==> config.mk <==
export PLATFORM = sky130hd
export DESIGN_NAME = fft_mdc_ctrl_param
export DESIGN_NICKNAME = d
export VERILOG_FILES = /design/src/rtl/fft_mdc_ctrl_param.sv
export SDC_FILE = /design/constraint.sdc
export NUM_CORES = 1
export LEC_CHECK = 0
export ABC_AREA = 0
export CORE_MARGIN = 4
export CORE_UTILIZATION = 34
export DETAILED_ROUTE_END_ITERATION = 8
export PLACE_DENSITY = 0.61
export SYNTH_ARGS = -nofsm -noshare
export SYNTH_HDL_FRONTEND = slang
export SYNTH_SLANG_ARGS = --single-unit
==> constraint.sdc <==
create_clock -name clk -period 3.2 [get_ports clk]
set_input_delay 0.64 -clock clk [delete_from_list [all_inputs] [get_ports clk]]
set_output_delay 0.64 -clock clk [all_outputs]
set_load 0.02 [all_outputs]
==> src/rtl/fft_mdc_ctrl_param.sv <==
// Timing controller for an N-point radix-2 MDC FFT pipeline (N = 2**LOG2N).
// It produces per-stage enables, commutator selects and twiddle ROM
// addresses, and handles the input handshake, stalls, end-of-stream flush
// and output valid/frame markers.
//
//   state   | meaning
//   --------+--------------------------------------------------------------
//   S_IDLE  | no stream active; counters cleared, waiting for a sample
//   S_RUN   | accepting samples; pipeline advances once per accepted sample
//   S_FLUSH | input closed; pipeline self-advances OUT_LAT times to drain
module fft_mdc_ctrl_param #(
  parameter int LOG2N   = 5,
  parameter int OUT_LAT = 32
) (
  input  logic                           clk,
  input  logic                           rst_n,
  input  logic                           in_valid,
  input  logic                           in_last,
  output logic                           in_ready,
  output logic                           ce,
  output logic [LOG2N-2:0]               stage_en,
  output logic [LOG2N-2:0]               sw,
  output logic [(LOG2N-1)*(LOG2N-1)-1:0] tw_addr,
  output logic                           out_valid,
  output logic                           out_first,
  output logic                           busy
);

  localparam int N  = 1 << LOG2N;
  localparam int NS = LOG2N - 1;
  localparam int AW = LOG2N - 1;
  localparam int CW = LOG2N + 1;

  localparam logic [CW-1:0]    OUT_LAT_C = CW'(OUT_LAT);
  localparam logic [CW-1:0]    LAST_D    = CW'(OUT_LAT - 1);
  localparam logic [LOG2N-1:0] FIRST_K   = LOG2N'(OUT_LAT % N);

  typedef enum logic [1:0] {
    S_IDLE  = 2'd0,
    S_RUN   = 2'd1,
    S_FLUSH = 2'd2
  } state_t;

  state_t              state_q, state_d;
  logic [LOG2N-1:0]    k_q, k_d;
  logic [CW-1:0]       f_q, f_d;
  logic [CW-1:0]       d_q, d_d;
  logic [NS-1:0]       en_q, en_d;
  logic [NS-1:0]       sw_q, sw_d;
  logic [NS*AW-1:0]    tw_q, tw_d;

  logic accept;
  logic ce_w;

  assign accept = in_valid && (state_q != S_FLUSH);
  assign ce_w   = accept || (state_q == S_FLUSH);

  // Next state and counters; everything holds unless the pipeline advances.
  always_comb begin
    state_d = state_q;
    k_d     = k_q;
    f_d     = f_q;
    d_d     = d_q;
    en_d    = en_q;
    if (ce_w) begin
      k_d = k_q + 1'b1;
      if (f_q != OUT_LAT_C) f_d = f_q + 1'b1;
      for (int s = 0; s < NS; s++) begin
        if (f_q == CW'(N - (N >> (s + 1)) - 1)) en_d[s] = 1'b1;
      end
      case (state_q)
        S_IDLE: begin
          if (accept) state_d = in_last ? S_FLUSH : S_RUN;
        end
        S_RUN: begin
          if (accept && in_last) state_d = S_FLUSH;
        end
        S_FLUSH: begin
          if (d_q == LAST_D) begin
            state_d = S_IDLE;
            k_d     = '0;
            f_d     = '0;
            d_d     = '0;
            en_d    = '0;
          end else begin
            d_d = d_q + 1'b1;
          end
        end
        default: state_d = S_IDLE;
      endcase
    end
  end

  // Commutator select and twiddle address for the sample index k_d, so the
  // registered copies always describe the sample currently being presented.
  always_comb begin
    logic [LOG2N-1:0] c;
    logic [LOG2N-1:0] cm;
    sw_d = '0;
    tw_d = '0;
    c    = '0;
    cm   = '0;
    for (int s = 0; s < NS; s++) begin
      c  = k_d - LOG2N'(N - (N >> (s + 1)));
      cm = (c & LOG2N'((N >> (s + 1)) - 1)) << s;
      if (en_d[s]) begin
        sw_d[s]            = c[LOG2N-2-s];
        tw_d[s*AW +: AW]   = cm[AW-1:0];
      end
    end
  end

  // State and counter registers with asynchronous active-low reset.
  always_ff @(posedge clk or negedge rst_n) begin
    if (!rst_n) begin
      state_q <= S_IDLE;
      k_q     <= '0;
      f_q     <= '0;
      d_q     <= '0;
      en_q    <= '0;
      sw_q    <= '0;
      tw_q    <= '0;
    end else begin
      state_q <= state_d;
      k_q     <= k_d;
      f_q     <= f_d;
      d_q     <= d_d;
      en_q    <= en_d;
      sw_q    <= sw_d;
      tw_q    <= tw_d;
    end
  end

  assign in_ready  = (state_q != S_FLUSH);
  assign ce        = ce_w;
  assign stage_en  = en_q;
  assign sw        = sw_q;
  assign tw_addr   = tw_q;
  assign out_valid = ce_w && (f_q == OUT_LAT_C);
  assign out_first = out_valid && (k_q == FIRST_K);
  assign busy      = (state_q != S_IDLE);

endmodule

======== After elaboration in Yosys (flattened, before gate mapping) ========
Cells that the tools add are included.
cells by class
  multiplexer cells ....................... 27
  $add $sub $neg .......................... 7
  equal/unequal tests ..................... 13
  reductions and logical operators ........ 10
operators by type and width
  cell                   count
  $mux W4                7
  $eq A6 B5 Y1 const B   4
  $mux W6                4
  $mux W5                3
  $add A6 B1 Y6 const B  2
  $mux W1                8
  $mux W2                4
  $eq A6 B4 Y1 const B   1
  $eq A6 B6 Y1 const B   1
  $ne A2 B2 Y1 const B   3
  $ne A6 B6 Y1 const B   1
  $pmux W2 S3            1
  $add A5 B1 Y5 const B  1
  $logic_not A5 Y1       1
  $logic_and A1 B1 Y1    4
  $reduce_and A4 Y1      1
  $sub A4 B1 Y4 const B  1
  $sub A3 B1 Y3 const B  1
  $eq A2 B1 Y1 const B   1
  $eq A2 B2 Y1 const B   1
  $logic_not A2 Y1       1
  $ne A2 B1 Y1 const B   1
  $reduce_and A2 Y1      1
  $reduce_bool A2 Y1     1
  3 further kinds        3
storage, ports and cells
  logic and storage cells ................. 64
  output and inout bits ................... 29
  input port bits ......................... 4
  flip-flop bits (word level) ............. 43

======== Depth between registers and ports, before layout ========
Gate-level depths: netlist of the first run.
  depth after elaboration ................. 6
  gate-level depth with buffers ........... 6
  gate-level depth less buffers ........... 5

======== Worst setup path after synthesis of the first run ========
OpenSTA, ideal clock, no wires.
  path type ............................... input to output
  start point ............................. input in_valid
  end point ............................... output out_first
  path slack .............................. 0.936 ns
  stages on the path ...................... 5
  data required time ...................... 2.560 ns
  buffers on the path ..................... 1
  arrival ................................. 1.624 ns
  cells stage by stage .................... buf_2 nor2_4 inv_2 and2_1 and4b_1
on the way
  cells in the longest elaborated chain, start to end .. 4
ends and longest elaborated chain
  what                 line  RTL
  start, declared      17    input logic in_valid,
  $logic_and A1 B1 Y1  55    assign accept = in_valid && (state_q != S_FLUSH);
  $logic_or A1 B1 Y1   56    assign ce_w = accept || (state_q == S_FLUSH);
  via ce               20    output logic ce,
  $logic_and A1 B1 Y1  139   assign out_valid = ce_w && (f_q == OUT_LAT_C);
  via out_valid        24    output logic out_valid,
  $logic_and A1 B1 Y1  140   assign out_first = out_valid && (k_q == FIRST_K);
  end, declared        25    output logic out_first,
The timed path passes the listed nets, and every way through them passes these cells.

======== Worst setup path after layout of the first run ========
  start point ............................. register f_q[0]
  end point ............................... output out_first
on the way
  cells in the longest elaborated chain, start to end .. 3
ends and longest elaborated chain
  what                    line  RTL
  start, declared         46    logic [CW-1:0] f_q, f_d;
  start signal, assigned  118   f_q <= '0;
  start signal, assigned  126   f_q <= f_d;
  $eq A6 B6 Y1            139
  $logic_and A1 B1 Y1     139
  $logic_and A1 B1 Y1     140
Every way passes these cells.

==> flow_summary.yaml, run 1 <==
run:
  maxCapViolCount: 0
clock_network:
  cts_tree: "done"
  cts.clk_slew.worst_paths_ns: 0.07
  clkLatencyLatePin_ns: 0.29
  cts_buffer_depth: 2
  cts_htree_levels: 2
  ctsRootBufferMaster: "clkbuf_8"
  hold_buffers: 0
  clock-sinks: 33
  postCtsSetupBuffers: 0
  numCtsBuffers: 5
  cts_resized: 0
power:
  p_sw_uw: 841
  cellLeakagePower_uw: 0.000936
  ir_drop_mv: 0.423
  switching_share_pct: 40.2
  power_frac_comb_pct: 44.6
  pwr-share-seq_pct: 36.6
  total_power_uw: 2090
  clockPowerShare_pct: 18.8
  p_per_area_nw_per_um2: 991
  intPower_uw: 1250
place:
  place_congestion: 0.787
  place_hpwl_um: 2430
  port_buffers: 26
global_route:
  grt_start_max_net_pins: 34
  grt_usage_pct: 12.3
  grt-ovfl-total: 0
  grt_pass1_wl_um: 5860
  antenna_found_initial: 0
  grt_pass1_vias: 1207
drt:
  viasPerCell: 4.59
  ant_nets: 0
  wl_per_cell_um: 13.2
  firstDrtPassIters: 4
  dr.first_iter.drc_count: 35
  vias: 1189
  drcViolationCount: 0
  wirelength_um: 3420
floorplan:
  dieArea_um2: 6310
  die_height_um: 79.4
  fp-row-count: 25
  start_util_pct: 35.8
  dieWidth_um: 79.4
  core_um2: 4850
  io-pin-count: 33
worst_hold_path:
  hp-start: "d_q[4]"
  holdPathStages: 1
  whs_endpoint: "d_q[4]"
  worstHoldPathType: "flip-flop to flip-flop"
synth:
  synth_flop_cell: "dfrtp_1"
  synth_xor_area_share_pct: 3.03
  syn-mean-instance-area_um2: 10.5
  synth_top_area_share_pct: 47.6
  yosys_warnings: 0
  yosysTopAreaCell: "dfrtp_1"
  ys_seq_area_share_pct: 47.6
  ys_top_cells_by_area: "dfrtp_1 48%, ha_1 5.0%, buf_4 4.8%"
  synth-simple-area-share_pct: 18.5
  syn_inst: 165
  syn_area_um2: 1740
  async_flop_share_pct: 100
  synthDistinctLibCells: 48
  synth_compound_area_share_pct: 14.3
  ys_seq_elements: 33
  synth_top_family_by_area: "simple AND/OR/NAND/NOR gates"
  synth_edf_count: 0
  synth_mux_area_share_pct: 0.649
  yosys.area_share.adder_pct: 5.05
layout:
  fin_util_pct: 43.5
  seq_area_um2: 826
  final_nets: 202
  layout-drive-gt1-share_pct: 15.6
  fillers: 483
  layout_commonest_cell: "dfrtp_1"
  syn2layout_area_growth_pct: 21.6
  layout.cells.most_common_list: "33 x dfrtp_1, 26 x clkdlybuf4s50_1, 21 x nor2_1"
  diodes: 0
  multiInputGateArea_um2: 743
timing:
  setup_violations: 0
  skew_ns: 0.00863
  rsz0062_at_grt: "no"
  fin_crit_ns: 2.95
  fin_crit_sh_pct: 92.2
  fin_tns_setup_ns: 0
  max_freq_ghz: 0.339
  finalHoldViolations: 0
  drv_slew: 0
critical_path:
  reg2reg_from: "d_q[0]"
  cp_data_required_time_ns: 2.56
  worst_setup_path_end_kind: "output port"
  r2r_cells: 5
  regToRegEndpoint: "tw_addr[11]"
  worst-path-max-fanout: 7
  path_class: "flip-flop to output port"
  cp-start-kind: "flip-flop"
  reg2reg_slack_ns: 1.53
  cp.arrival_ns: 2.31
status:
  status: "finished clean"
[routing by layer]
layer  GRT usage [%]  vias up  routed length [um]
met5               0        -                   0
met1            17.6      550                1740
met2            16.5       34                1410
li1                -      597                   -
met3            3.95        8                 213
met4            5.67        0                  62
[state kept, by name, summed over array words and instances, names as in the netlist]
register and cells:
sw 1, stage_en 4, f_q 6, k_q 5, state_q 2, tw_addr 9, d_q 6
[cells in the mapped netlist (3+ instances only)]
| cell | n |
|---|---|
| buf_4 | 11 |
| nor2_1 | 21 |
| dfrtp_1 | 33 |
| buf_2 | 3 |
| nand3_1 | 5 |
| inv_1 | 8 |
| nand2_1 | 13 |
| nor2b_1 | 3 |
| a21oi_1 | 3 |
| nor3_1 | 3 |
| ha_1 | 7 |
| o21ai_0 | 6 |
| xor2_1 | 4 |
| a31oi_1 | 3 |
[kinds of logic (layout without fill, tap and decap cells)]
logic type	after synthesis	count (layout)
other	1	6
adder cells (fa/ha/maj)	7	7
flip-flops	33	33
AO/OA/AOI/OAI	30	30
XOR/XNOR	6	6
multiplexers	1	1
AND/OR/NAND/NOR	60	60
buffers and inverters	27	49
[power groups by stage]
stage          clock network (uW)  logic [uW]  registers, uW
6_report                      392         932            766
5_1_grt                       419        1030            800
4_1_cts                       405         946            767
3_5_place_dp                    0         943            767
3_3_place_gp                    0         931            771
2_1_floorplan                   0         592            815
[layout make-up]
| class | instances | share of cell area, % |
|---|---|---|
| Timing Repair Buffer | 31 | 14.1 |
| Clock buffer | 5 | 3.26 |
| Multi-Input combinational cell | 110 | 35.2 |
| Tap cell | 67 | 3.97 |
| Sequential cell | 33 | 39.1 |
| Inverter | 10 | 2.13 |
| Clock inverter | 3 | 2.19 |
[worst max-delay path, cell delays in order (launching register included)]
cell and delay, ns:
dfrtp_1 0.45, inv_1 0.08, ha_1 0.13, and4b_1 0.33, and2_1 0.20, and4b_1 0.20
clkdlybuf4s50_1 0.61
[worst max-delay path by stage]
stage,start,endpoint,slack (ns),depth (start not counted)
finish,f_q[0],out_first,0.25,6
global route,f_q[1],out_first,0.1,6
CTS,f_q[0],out_first,0.24,6
detailed placement,in_valid,out_first,0.32,6
global placement,in_valid,out_first,0.31,6
floorplan,in_valid,out_first,0.94,5
[through the flow]
| stage | setup slack (ns) | std cells | hold slack, ns | instance area (um^2) |
|---|---|---|---|---|
| finish | 0.251 | 259 | 0.491 | 2110 |
| global route | 0.100 | 259 | 0.517 | 2110 |
| CTS | 0.243 | 259 | 0.493 | 2110 |
| detailed placement | 0.323 | 251 | 0.478 | 2000 |
| global placement | 0.312 | 251 | 0.485 | 2000 |
| floorplan | 0.936 | 170 | 0.344 | 1750 |
Note: power is estimated with default switching activity, not from simulation.
==> run 2, diff against run 1 <==
Settings changed: GPL_ROUTABILITY_DRIVEN from default to 0.
==> results of run 2 <==
Same layout as run 1: the final DEF is identical, and so are final timing and power.
==> run 3, diff against run 2 <==
Settings changed: SKIP_LAST_GASP from default to 1.
==> results of run 3 <==
Same layout as run 1: the final DEF is identical, and so are final timing and power.
==> patch 1: new RTL, flow settings as in run 3 <==
Encoding of `state_t`: now one-hot (3 bits for 3 states).
--- a/src/rtl/fft_mdc_ctrl_param.sv
+++ b/src/rtl/fft_mdc_ctrl_param.sv
@@ -36,8 +36,8 @@
   localparam logic [LOG2N-1:0] FIRST_K   = LOG2N'(OUT_LAT % N);
 
-  typedef enum logic [1:0] {
-    S_IDLE  = 2'd0,
-    S_RUN   = 2'd1,
-    S_FLUSH = 2'd2
+  typedef enum logic [2:0] {
+    S_IDLE  = 3'b001,
+    S_RUN   = 3'b010,
+    S_FLUSH = 3'b100
   } state_t;
 
Check against the original RTL: no difference found for any inputs over 10 cycles, from zero or initial values and one cycle with rst_n low; not proved beyond that.
==> patch 1 against run 3 <==
Sequential cell count rose by 1. Clock power rose by 22%. Die area rose by 1.2%. Non-clock buffer count fell by 1. Largest cell class unchanged. Count of clock-buffer cells in the layout did not move. Power rose by 1.5%. Synthesized area rose by 1.4%. Cell area rose by 3.1%. Final cell count rose by 0.77%. Worst setup slack got worse by 37 ps. Largest power group unchanged. Register-to-register slack got worse by 220 ps. Via count rose by 6.1%. Wire length rose by 0.32%. Worst hold slack improved by 16 ps.
==> patch 1: results (changes against run 3) <==
| Metric | Value |
|---|---|
| P_leak | 1.01 nW (was 0.936 nW) |
| Clock skew | 8.65 ps (was 8.63 ps) |
| Root Driver | clkbuf_8 (unchanged) |
| R2r setup slk | 1310 ps (was 1530 ps) |
| Final Non-Filler Cells | 261 (was 259) |
| Origin of the critical flop-to-flop path | d_q[0] (unchanged) |
| Worst vdd ir | 0.280 mV (was 0.423 mV) |
| Post-CTS Setup Inserts | 0 (unchanged) |
| Layout Nets | 204 (was 202) |
| Result of the run | complete, no violations (unchanged) |
| Detailed placement HPWL | 2440 µm (was 2430 µm) |
| Cell variety after synth | 43 (was 48) |
| Pre-CTS WS | 437 ps (was 323 ps) |
| Vias in the first global route | 1185 (was 1207) |
| Critical path peak fanout | 10 (was 7) |
| Hold path start | d_q[1] (was d_q[4]) |
| Initial antenna violation count | 0 (unchanged) |
| Post-synth top cells | dfrtp_1, nor2_1, buf_4 (was dfrtp_1, nor2_1, nand2_1) |
| Max reg flops | 10 (was 9) |
| Hold Crit Class | reg -> reg (unchanged) |
| R2R depth | 5 (unchanged) |
| Worst-margin pin slew | 737 ps |
| Wire length per cell | 13.2 µm (about the same) |
| CTS Buf Count | 5 (unchanged) |
| Largest net degree at the start of global routing | 35 (was 34) |
| Min-Delay Endpoint | d_q[1] (was d_q[4]) |
| First-pass GRT wire length | 5830 µm (was 5860 µm) |
| Post-synth EDFFs | 0 (unchanged) |
| Max_cap viols | 0 (unchanged) |
| Avg Cell Area, Syn | 10.5 µm² (about the same) |
| DRT Pass-1 Iters | 4 (unchanged) |
| Synth area leaders | dfrtp_1, buf_4, ha_1, nor2_1, xor2_1 (was dfrtp_1, ha_1, buf_4, nor2_1, nand2_1) |
| WP data arrival | 2350 ps (was 2310 ps) |
| Gr usage total | 11.9% (was 12.3%) |
| CTS resizes | 0 (unchanged) |
| Register area share after synthesis | 48.4% (was 47.6%) |
| DRT iter0 DRCs | 80 (was 35) |
| Vias/cell | 4.83 (was 4.59) |
| Worst r2r dst | f_q[2] (was tw_addr[11]) |
| Worst Hold Margin | 507 ps (was 491 ps) |
| Clk Latency, worst-skew pair | 290 ps (about the same) |
| Placed instance count | 253 (was 251) |
| Layout cells sized above 1 | 11.3% (was 15.6%) |
| Worst Hold Depth | 2 (was 1) |
| IO buf count | 26 (unchanged) |
| Cell area after placement | 2040 µm² (was 2000 µm²) |
patch 1: kinds of logic after synthesis:
family,count (synthesis),synth area share (%)
multiplexers,2,1.35
AND/OR/NAND/NOR,58,18.3
buffers and inverters,28,8.82
other,1,0.213
AO/OA/AOI/OAI,27,12.4
adder cells (fa/ha/maj),8,5.55
flip-flops,34,48.4
XOR/XNOR,10,4.98
patch 1: routing by layer:
metal  wire length, µm  vias to the layer above  global-route usage, %  share of wire, %
met5                 0                        -                      0                 0
li1                  -                      618                      -                 -
met3               148                        5                   3.72               4.3
met2              1650                       23                   19.1                48
met1              1590                      615                   14.7                46
met4                48                        0                   4.56               1.4
patch 1: report_power, final:
part / leakage, nW / internal (mW) / switching [mW]
Clock: 0.0683 / 0.312 / 0.167
Sequential: 0.423 / 0.611 / 0.195
Combinational: 0.519 / 0.400 / 0.437
Total: 1.01 / 1.32 / 0.799
patch 1: cell type report:
cell class | count | area (µm²)
clock inverters | 3 | 68.8
fillers | 489 | 2700
repair buffers | 30 | 290
flip-flops and latches | 34 | 852
clock buffers | 5 | 68.8
well taps | 67 | 83.8
inverters | 11 | 41.3
multi-input cells | 111 | 771
patch 1: worst max-delay path by stage:
stage,from,to,slack [ps],cells past startpoint
global route,f_q[2],out_first,80,5
global placement,in_valid,ce,440,5
detailed placement,in_valid,out_first,440,5
floorplan,f_q[2],out_first,920,5
CTS,f_q[2],out_first,180,5
finish,f_q[2],out_first,210,5
patch 1: worst max-delay path: stages (launching register included):
cell and delay, ps:
dfrtp_1 500, nor4b_1 450, nand2_1 170, nor2_1 140, and4b_1 200, clkdlybuf4s50_1 600
==> patch 2: new RTL, flow settings as in run 3 <==
Made on the original files. Change the parameter `LOG2N` from 5 to 4.
--- a/src/rtl/fft_mdc_ctrl_param.sv
+++ b/src/rtl/fft_mdc_ctrl_param.sv
@@ -10,5 +10,5 @@
 //   S_FLUSH | input closed; pipeline self-advances OUT_LAT times to drain
 module fft_mdc_ctrl_param #(
-  parameter int LOG2N   = 5,
+  parameter int LOG2N   = 4,
   parameter int OUT_LAT = 32
 ) (
Interface: changed (resized stage_en, sw and tw_addr); port bits go from 33 to 24. No check against the original RTL was run, so the function may have changed too.
==> patch 2 against run 3 <==
Wire length down 23%. Sequential cell count down 8. Cell area down 24%. Non-clock buffer count down 8. Clock skew down 4.9 ps. Worst setup slack worse by 22 ps. First-iteration DRC count up 140%. Die area down 21%. Power down 24%. Synthesized area down 23%. Critical path type unchanged. Largest cell class unchanged. Highest routed layer is now met3.
==> patch 2: results (changes against run 3) <==
| Metric | Value |
|---|---|
| CTS resizes | 0 (unchanged) |
| Synth Area in XOR/XNOR | 2.61% (was 3.03%) |
| Clock skew | 3.76 ps (was 8.63 ps) |
| IO buf count | 20 (was 26) |
| WP data arrival | 2330 ps (was 2310 ps) |
| Layout cells sized above 1 | 10.2% (was 15.6%) |
| H-tree depth | 1 (was 2) |
| Ys async rst share | 100% (unchanged) |
| CTS Buf Count | 3 (was 5) |
| Avg Cell Area, Syn | 9.72 µm² (was 10.5 µm²) |
| Detailed placement HPWL | 2000 µm (was 2430 µm) |
| Hold Crit Class | reg -> reg (unchanged) |
| Fillers | 391 (was 483) |
| Post-synth top cells | dfrtp_1, nor2_1, nand2_1 (unchanged) |
| Pre-CTS WS | 371 ps (was 323 ps) |
| Clock transition at path regs | 90 ps (was 70 ps) |
| P_leak | 0.745 nW (was 0.936 nW) |
| CP startpoint | f_q[0] (unchanged) |
| Post-CTS Setup Inserts | 0 (unchanged) |
| Clk Latency, worst-skew pair | 260 ps (was 290 ps) |
| Worst vdd ir | 0.429 mV (was 0.423 mV) |
| Placed instance count | 201 (was 251) |
| Ys Warns | 0 (unchanged) |
| Vias/cell | 4.94 (was 4.59) |
| Critical path peak fanout | 4 (was 7) |
| First-pass GRT wire length | 4530 µm (was 5860 µm) |
| Vias in the first global route | 1017 (was 1207) |
| Wire length per cell | 12.9 µm (was 13.2 µm) |
| Synth area leaders | dfrtp_1, ha_1, buf_4, o21ai_0, nor2_1 (was dfrtp_1, ha_1, buf_4, nor2_1, nand2_1) |
| Met1 usage | 14.8% (was 17.6%) |
| DRT iter0 DRCs | 83 (was 35) |
| Final WL | 2640 µm (was 3420 µm) |
| Mux cell area share after synthesis | 2.71% (was 0.649%) |
| Hold path start | d_q[1] (was d_q[4]) |
| Met2 Track Usage GR | 18.4% (was 16.5%) |
| Largest net degree at the start of global routing | 26 (was 34) |
| Top Registers | d_q: 5 flops, f_q: 5 flops |
| Cell variety after synth | 37 (was 48) |
| DRT Pass-1 Iters | 4 (unchanged) |
| Register area share after synthesis | 46.6% (was 47.6%) |
| Complex-gate fraction of the synthesized area | 12.9% (was 14.3%) |
| GR Overflow Total | 0 (unchanged) |
| M3 GR Usage | 2.13% (was 3.95%) |
| Layout Nets | 170 (was 202) |
| Result of the run | complete, no violations (unchanged) |
| Gr usage total | 10.8% (was 12.3%) |
| Root Driver | clkbuf_8 (unchanged) |
| Origin of the critical flop-to-flop path | d_q[0] (unchanged) |
| Area share of fa/ha/maj cells after synthesis | 7.46% (was 5.05%) |
| Initial antenna violation count | 0 (unchanged) |
==> patch 2: area by class of cell <==
type	instances	share of cell area, %
Tap cell	48	3.75
Timing Repair Buffer	23	13.9
Clock buffer	3	2.58
Sequential cell	25	39.1
Clock inverter	1	0.312
Multi-Input combinational cell	92	37.3
Inverter	13	3.05
==> patch 2: where the power goes <==
| group | internal (mW) | switching [mW] | total, mW |
|---|---|---|---|
| logic | 0.370 | 0.438 | 0.808 |
| registers | 0.465 | 0.127 | 0.592 |
| clock network | 0.0869 | 0.100 | 0.187 |
| total | 0.922 | 0.665 | 1.59 |
==> patch 2: kinds of logic after synthesis <==
group,after synthesis
AND/OR/NAND/NOR,46
multiplexers,3
AO/OA/AOI/OAI,28
XOR/XNOR,4
other,1
flip-flops,25
adder cells (fa/ha/maj),8
buffers and inverters,23
==> patch 2: per-stage QoR <==
stage	hold WS (ps)	instance area (µm²)
finish	514	1600
global route	552	1600
CTS	514	1600
detailed placement	494	1560
global placement	478	1560
floorplan	344	1350
==> patch 2: final timing paths <==
kind / slack (ps) / endpoint / cells past startpoint
max: 230 / out_first / 6
min: 510 / d_q[1] / 2
min in group asynchronous: 740 / f_q[4] / 2
max reg2reg: 1120 / tw_addr[8] / 7
max in group asynchronous: 2230 / state_q[1] / 2
min reg2reg: 510 / d_q[1] / 2
==> patch 2: worst max-delay path, cell delays in order (launching register included) <==
cell and delay, ps:
dfrtp_1 420, inv_1 110, ha_1 140, or4b_4 480
nor2_1 150, and3_1 170, clkdlybuf4s50_1 590
==> patch 2: layer usage <==
metal	part of all wire (%)	vias up	routed length (µm)
li1	-	495	-
met1	46	488	1220
met2	49	29	1290
met3	5.0	0	133
met4	0	0	0
met5	0	-	0
